## src/rtl/fifo_uart_tx_pkg.sv

```systemverilog
// fifo_uart_tx_pkg: shared state encoding and frame constants for the FIFO-fed UART transmitter
package fifo_uart_tx_pkg;
  typedef enum logic [2:0] {
    S_IDLE  = 3'd0,
    S_POP   = 3'd1,
    S_WAIT  = 3'd2,
    S_START = 3'd3,
    S_DATA  = 3'd4,
    S_STOP  = 3'd5
  } state_t;
  localparam int DATA_W     = 8;
  localparam int FRAME_BITS = 10;
endpackage

```

## src/rtl/fifo_uart_tx_baud_gen.sv

```systemverilog
// baud_gen: free-running bit timer, restartable by clear, pulses bit_end every CLKS_PER_BIT cycles
module baud_gen #(
  parameter int CLKS_PER_BIT = 4
) (
  input  logic clk,
  input  logic rst,
  input  logic clear,
  output logic bit_end
);
  localparam int CW = $clog2(CLKS_PER_BIT);
  logic [CW-1:0] r_cnt;
  assign bit_end = (r_cnt == CW'(CLKS_PER_BIT - 1));
  // count cycles within a bit; restart at every bit boundary or state change
  always_ff @(posedge clk) begin
    if (rst || clear || bit_end) r_cnt <= '0;
    else r_cnt <= r_cnt + 1'b1;
  end
endmodule

```

## src/rtl/fifo_uart_tx.sv

```systemverilog
// fifo_uart_tx: pops bytes from a FIFO and serialises each as a UART 8N1 frame
module fifo_uart_tx
  import fifo_uart_tx_pkg::*;
#(
  parameter int CLKS_PER_BIT = 4,
  parameter int RD_LATENCY   = 1
) (
  input  logic              clk,
  input  logic              rst,
  input  logic              enable,
  input  logic              fifo_empty,
  input  logic [DATA_W-1:0] fifo_rd_data,
  output logic              fifo_ren,
  output logic              tx,
  output logic              busy,
  output logic              tx_done,
  output logic [15:0]       frames_sent
);
  localparam int WW = $clog2(RD_LATENCY + 1);
  state_t            r_state, w_next;
  logic [DATA_W-1:0] r_shift, w_shift;
  logic [2:0]        r_bit;
  logic [WW-1:0]     r_wcnt;
  logic [15:0]       r_frames;
  logic              r_tx, w_tx, w_bit_end, w_clear, w_wait_done;

  baud_gen #(.CLKS_PER_BIT(CLKS_PER_BIT)) u_baud (
    .clk    (clk),
    .rst    (rst),
    .clear  (w_clear),
    .bit_end(w_bit_end)
  );

  assign w_wait_done = (r_wcnt == WW'(RD_LATENCY - 1));
  assign w_clear     = (w_next != r_state);
  assign fifo_ren    = (r_state == S_POP);
  assign busy        = (r_state != S_IDLE);
  assign tx_done     = (r_state == S_STOP) && w_bit_end;
  assign tx          = r_tx;
  assign frames_sent = r_frames;

  // next state, next shift contents and the line level the next state will drive
  always_comb begin
    w_next = r_state;
    case (r_state)
      S_IDLE:  w_next = (enable && !fifo_empty) ? S_POP : S_IDLE;
      S_POP:   w_next = S_WAIT;
      S_WAIT:  w_next = w_wait_done ? S_START : S_WAIT;
      S_START: w_next = w_bit_end ? S_DATA : S_START;
      S_DATA:  w_next = (w_bit_end && r_bit == 3'd7) ? S_STOP : S_DATA;
      S_STOP:  w_next = w_bit_end ? S_IDLE : S_STOP;
      default: w_next = S_IDLE;
    endcase
    w_shift = (r_state == S_WAIT && w_wait_done) ? fifo_rd_data :
              (r_state == S_DATA && w_bit_end) ? {1'b0, r_shift[DATA_W-1:1]} : r_shift;
    w_tx = (w_next == S_START) ? 1'b0 : (w_next == S_DATA) ? w_shift[0] : 1'b1;
  end

  // state, datapath and frame counter registers; tx is registered so the pin never glitches
  always_ff @(posedge clk) begin
    if (rst) begin
      r_state  <= S_IDLE;
      r_tx     <= 1'b1;
      r_shift  <= '0;
      r_bit    <= '0;
      r_wcnt   <= '0;
      r_frames <= '0;
    end else begin
      r_state <= w_next;
      r_tx    <= w_tx;
      r_shift <= w_shift;
      r_bit   <= (r_state != S_DATA) ? 3'd0 : w_bit_end ? r_bit + 3'd1 : r_bit;
      r_wcnt  <= (r_state == S_WAIT) ? r_wcnt + 1'b1 : '0;
      if (tx_done) r_frames <= r_frames + 16'd1;
    end
  end
endmodule

```

## config.mk

```make
export PLATFORM = sky130hd
export DESIGN_NAME = fifo_uart_tx
export DESIGN_NICKNAME = d
export VERILOG_FILES = /design/src/rtl/fifo_uart_tx_pkg.sv /design/src/rtl/fifo_uart_tx_baud_gen.sv /design/src/rtl/fifo_uart_tx.sv
export SDC_FILE = /design/constraint.sdc
export NUM_CORES = 1
export LEC_CHECK = 0
export CAP_MARGIN = 20
export CORE_MARGIN = 4
export CORE_UTILIZATION = 40
export DETAILED_ROUTE_END_ITERATION = 12
export RECOVER_POWER = 25
export SKIP_LAST_GASP = 1
export SYNTH_ARGS = -nofsm -noshare
export SYNTH_HDL_FRONTEND = slang
export SYNTH_SLANG_ARGS = --single-unit
export TNS_END_PERCENT = 30
```

## constraint.sdc

```tcl
create_clock -name clk -period 2.1 [get_ports clk]
set_input_delay 0.315 -clock clk [delete_from_list [all_inputs] [get_ports clk]]
set_output_delay 0.315 -clock clk [all_outputs]
set_load 0.02 [all_outputs]
```

Yosys cells after proc, flatten, opt, wreduce, memory -nomap -nowiden
Index checks and enable logic that the tools add are counted.
- reductions and logical operators: 13
- multiplexer cells: 10
- add/sub/neg operators: 4
- equality and inequality tests: 11
- bitwise gates (word level): 2
- operator list (kind ; count):
    $pmux W3 S6 ; 1
    $add A16 B1 Y16 const B ; 1
    $mux W8 ; 2
    $eq A3 B3 Y1 const B ; 4
    $eq A3 B2 Y1 const B ; 3
    $mux W3 ; 2
    $logic_and A1 B1 Y1 ; 5
    $mux W1 ; 5
    $reduce_or A2 Y1 ; 2
    $add A3 B1 Y3 const B ; 1
    $eq A3 B1 Y1 const B ; 1
    $logic_not A3 Y1 ; 1
    $ne A3 B3 Y1 ; 1
    $ne A3 B3 Y1 const B ; 1
    $reduce_bool A3 Y1 ; 1
    $add A2 B1 Y2 const B ; 1
    $eq A2 B2 Y1 const B ; 1
    $logic_or A1 B1 Y1 ; 2
    $not A1 Y1 ; 2
    $reduce_bool A2 Y1 ; 1
    $add A1 B1 Y1 const B ; 1
    $logic_not A1 Y1 ; 1
- output and inout bits: 20
- flip-flop bits (word level): 34
- logic and storage cells: 48
- bits of input ports: 12

Logic depth before layout (Yosys ltp)
Gate-level depths: netlist of run 1.
- word-level depth: 7
- depth in mapped cells: 7
- gate-level depth less buffers: 6

By module
A second synthesis of run 1 with hierarchy kept.
- cells, all modules: 176
- area, all modules: 1660.3 sq um
- modules (own cells, without submodules) (module ; instances ; cells an instance ; seq. area each (sq um) ; area an instance (sq um)):
    fifo_uart_tx ; 1 ; 171 ; 640.6 ; 1580.3
    baud_gen ; 1 ; 5 ; 40.0 ; 80.1

Least setup slack after synthesis of run 1
OpenSTA, ideal clock, no wires.
- path type: reg-to-reg
- start: register u_baud.r_cnt[0]
- end: register r_tx (netlist: tx)
- path buffers: 2
- cell stages (with the launch flop): 8
- setup slack: 117 ps
- arrival: 1852 ps
- cell sequence: dfxtp_1 ha_1 buf_6 nor4bb_1 buf_6 mux2_4 a2111oi_2 mux2i_1
- longest elaborated chain between the ends: 7
- elaborated cells on any way between the ends: 13
- classes of those cells: eq/ne: 3; mux: 8; reduce/logical: 2
- ends and longest elaborated chain (element ; line ; RTL):
    start, declared ; fifo_uart_tx_baud_gen.sv:11 ; logic [CW-1:0] r_cnt;
    start signal, assigned ; fifo_uart_tx_baud_gen.sv:16 ; else r_cnt <= r_cnt + 1'b1;
    $eq A2 B2 Y1 * ; fifo_uart_tx_baud_gen.sv:12 ; assign bit_end = (r_cnt == CW'(CLKS_PER_BIT - 1));
    $logic_and A1 B1 Y1 ; fifo_uart_tx.sv:50 ; S_DATA: w_next = (w_bit_end && r_bit == 3'd7) ? S_STOP : S_DATA;
    $mux W1 ; fifo_uart_tx.sv:50 ;
    $pmux W3 S6 ; fifo_uart_tx.sv:45 ; case (r_state)
    $eq A3 B3 Y1 ; fifo_uart_tx.sv:56 ; w_tx = (w_next == S_START) ? 1'b0 : (w_next == S_DATA) ? w_shift[0] : 1'b1;
    $mux W1 ; fifo_uart_tx.sv:56 ;
    $mux W1 * ; fifo_uart_tx.sv:56 ;
    end signal, assigned ; fifo_uart_tx.sv:70 ; r_tx <= w_tx;
    end, declared ; fifo_uart_tx.sv:25 ; logic r_tx, w_tx, w_bit_end, w_clear, w_wait_done;
Mark *: on every way between the ends. The rest lies on a longest branch, timed or not. The select of a mux whose other input is x is not followed.
A chain may end at the register's enable or synchronous reset.

Worst setup path in the final report of run 1
- start: register r_state[2]
- end: output port busy
- longest elaborated chain between the ends: 1
- ends and longest elaborated chain (element ; line ; RTL):
    start, declared ; fifo_uart_tx.sv:20 ; state_t r_state, w_next;
    start signal, assigned ; fifo_uart_tx.sv:69 ; r_state <= w_next;
    $reduce_bool A3 Y1 ; fifo_uart_tx.sv:37 ; assign busy = (r_state != S_IDLE);
    end, declared ; fifo_uart_tx.sv:15 ; output logic busy,
Every way passes these cells.

==> reports/metrics.yaml, run 1 <==
hold_viol: 0
grt_overflow: 0
stdcell_area_um2: 2100
arrival_ns: 1.73
p_sw_w: 0.000296
power.total_w: 0.00126
cts_root_buffer: "clkbuf_8"
antenna_found_initial: 0
antenna_left: 0
leakage_nw: 0.826
final_cell_mix: "33 x nor2_1, 33 x dfxtp_1, 28 x clkdlybuf4s50_1"
grt_max_degree: 12
yosys.area.top_type_share_pct: 41.5
fin_skew_ns: 0.00634
clk-insertion-delay-late_ns: 0.28
wirelength_um: 3450
place.port_buffers: 31
fin_crit_ns: 2.05
start_util_pct: 41.3
slew_headroom_pct: 73.0
grt_pass1_wl_um: 6090
dp_hpwl_um: 2660
min_path_type: "reg -> reg"
rsz0062_at_grt: "true"
critical-path-top-delay-family: "buffers and inverters"
slew_violations: 0
h-tree-depth: 2
grt_usage_pct: 14.9
ys_seq_area_share_pct: 41.5
hold_depth: 2
fin_crit_sh_pct: 97.5
r2r_start: "u_baud.r_cnt[0]"
peakVddDrop_mv: 0.442
routedWlPerCell_um: 12.9
ys_types: 41
die_area_um2: 5190
clkSinkCount: 34
core_area_um2: 3970
drive_above_1_share_pct: 9.22
hold_end: "r_shift[6]"
slowest_delay_ns: 0.54
crit_buf_inv: 2
numCtsBuffers: 5
worstRegToRegCells: 5
power_density_nw_per_um2: 600
seqPwrFrac_pct: 54.5
drc: 0
avgSynthCellArea_um2: 9.16
synth_edf_count: 0
end_kind: "output port"
gp_congestion: 0.854
async_flop_share_pct: 0
start_kind: "flip-flop"
status: "finished, final reports clean"
die_w_um: 72.0
critPathKind: "reg -> out"
yosys-top-cells-area: "dfxtp_1 42%, nor2_1 7.6%, mux2i_1 5.5%"
die_y_um: 72.0
avgViaCountPerCell: 5.07
first_iter_violations: 39
drv_cap: 0
dr.pass1.iters: 4
yosys_warnings: 0
synth_top_flop_cell: "dfxtp_1"
fin_nets: 233
finalSetupViolCount: 0
placed_cell_area_um2: 2040
cts-hold-fix-buffers: 0
hp-start: "r_shift[6]"
slowest_stage: "clkdlybuf4s50_1"
crit_path_max_fanout: 8
internal-power_w: 0.000965
r2r_slack_ns: 0.15
yosysTopAreaCell: "dfxtp_1"
timing.fmax_mhz: 489
finalSetupTns_ns: 0
swShare_pct: 23.5
clkPwrFrac_pct: 34.9
comb_power_share_pct: 10.6
ios: 32
cts_tree: "built"
placementRows: 23
reg2reg_to: "tx"
diodes: 0
worst_pin_slew_ns: 0.406
clockBufferDepth: 2
ys_ff_latch: 34
synth.net_count: 195
dr_total_vias: 1353
grt_pass1_vias: 1386
clk_pin_slew_ns: 0.06
synth_area_um2: 1640
crit_required_ns: 1.78
synthCells: 179
crit_chain: "buf_4 > or3_1 > clkdlybuf4s50_1"
synthToLayoutAreaGrowth_pct: 28.3
-- cell type report --
type / instances / area, µm²
Inverter: 2 / 7.51
Clock buffer: 7 / 76.3
Fill cell: 368 / 1870
Sequential cell: 34 / 682
Multi-Input combinational cell: 132 / 896
Tap cell: 50 / 62.6
Timing Repair Buffer: 42 / 379
-- power by group through the flow --
stage	Clock (W)	Combinational, W	Sequential (W)
CTS	0.000457	0.000139	0.000687
global route	0.000490	0.000148	0.000691
floorplan	0	0.0000922	0.000690
global placement	0	0.000134	0.000700
finish	0.000441	0.000133	0.000687
detailed placement	0	0.000139	0.000701
-- logic make-up (layout without fill, tap and decap cells) --
logic type | Yosys count | count (layout) | synth area share, %
simple gates | 82 | 82 | 26.7
compound gates | 22 | 22 | 10.0
fa+ha+maj | 4 | 4 | 3.05
flops | 34 | 34 | 41.5
mux | 14 | 14 | 9.16
buf+inv | 13 | 51 | 4.20
xor+xnor | 10 | 10 | 5.34
-- synthesized netlist by cell type, drive strengths merged, types with 2 or more instances --
master,count
mux2,5
buf,6
clkbuf,5
o21ai,2
nor3,4
a211oi,4
nand3,8
inv,2
nand4,3
o2111a,2
a22oi,3
xnor2,6
a21oi,7
xor2,4
mux2i,9
and2,2
ha,4
or3,2
nor2b,6
dfxtp,34
nand2,13
nor2,33
-- worst register-to-register path, delay by kind of cell (launching register included) --
| family | cells | cell delay, ns |
|---|---|---|
| muxes | 2 | 0.47 |
| DFF | 1 | 0.33 |
| and+or+nand+nor | 1 | 0.40 |
| AOI/OAI and AO/OA | 1 | 0.38 |
| adders and majority gates | 1 | 0.24 |
-- state kept, by name, indices dropped and copies added, names as in the netlist --
register,count
r_bit,3
r_wcnt,1
r_shift,8
tx,1
r_state,3
u_baud.r_cnt,2
frames_sent,16
-- timing repair --
action / 4_1_cts / 5_1_grt
gates resized for setup: 2 / 1
setup endpoints to repair: 3 / 3
buffers inserted: 0 / 0
-- stage by stage --
stage	utilization [%]	hold slack [ns]	cells	worst slack [ns]
2_1_floorplan	-	0.436	179	0.117
3_3_place_gp	51.4	0.448	260	0.241
3_5_place_dp	51.4	0.458	260	0.140
4_1_cts	53.3	0.467	267	0.0165
5_1_grt	53.0	0.487	267	-0.0144
6_report	53.0	0.458	267	0.0535
-- worst max path at each step --
stage	from	end	slack [ns]	cells past startpoint
floorplan	u_baud.r_cnt[0]	tx	0.12	7
global placement	u_baud.r_cnt[0]	tx	0.24	5
detailed placement	u_baud.r_cnt[0]	tx	0.14	5
CTS	u_baud.r_cnt[0]	tx_done	0.02	4
global route	r_state[2]	busy	-0.01	3
finish	r_state[2]	busy	0.05	3
-- per-layer routing --
layer | up-vias | track usage [%] | wire (µm)
met5 | - | 0 | 0
met4 | 0 | 5.64 | 58
met3 | 6 | 5.68 | 215
met2 | 31 | 23.7 | 1600
met1 | 615 | 18.4 | 1580
li1 | 701 | - | -
Note: power is estimated with default switching activity, not from simulation.
==> inputs of run 2 (changes only) <==
- GPL_ROUTABILITY_DRIVEN: unset -> 1
==> results of run 2 <==
Same layout as run 1: the final DEF is identical, and so are final timing and power.
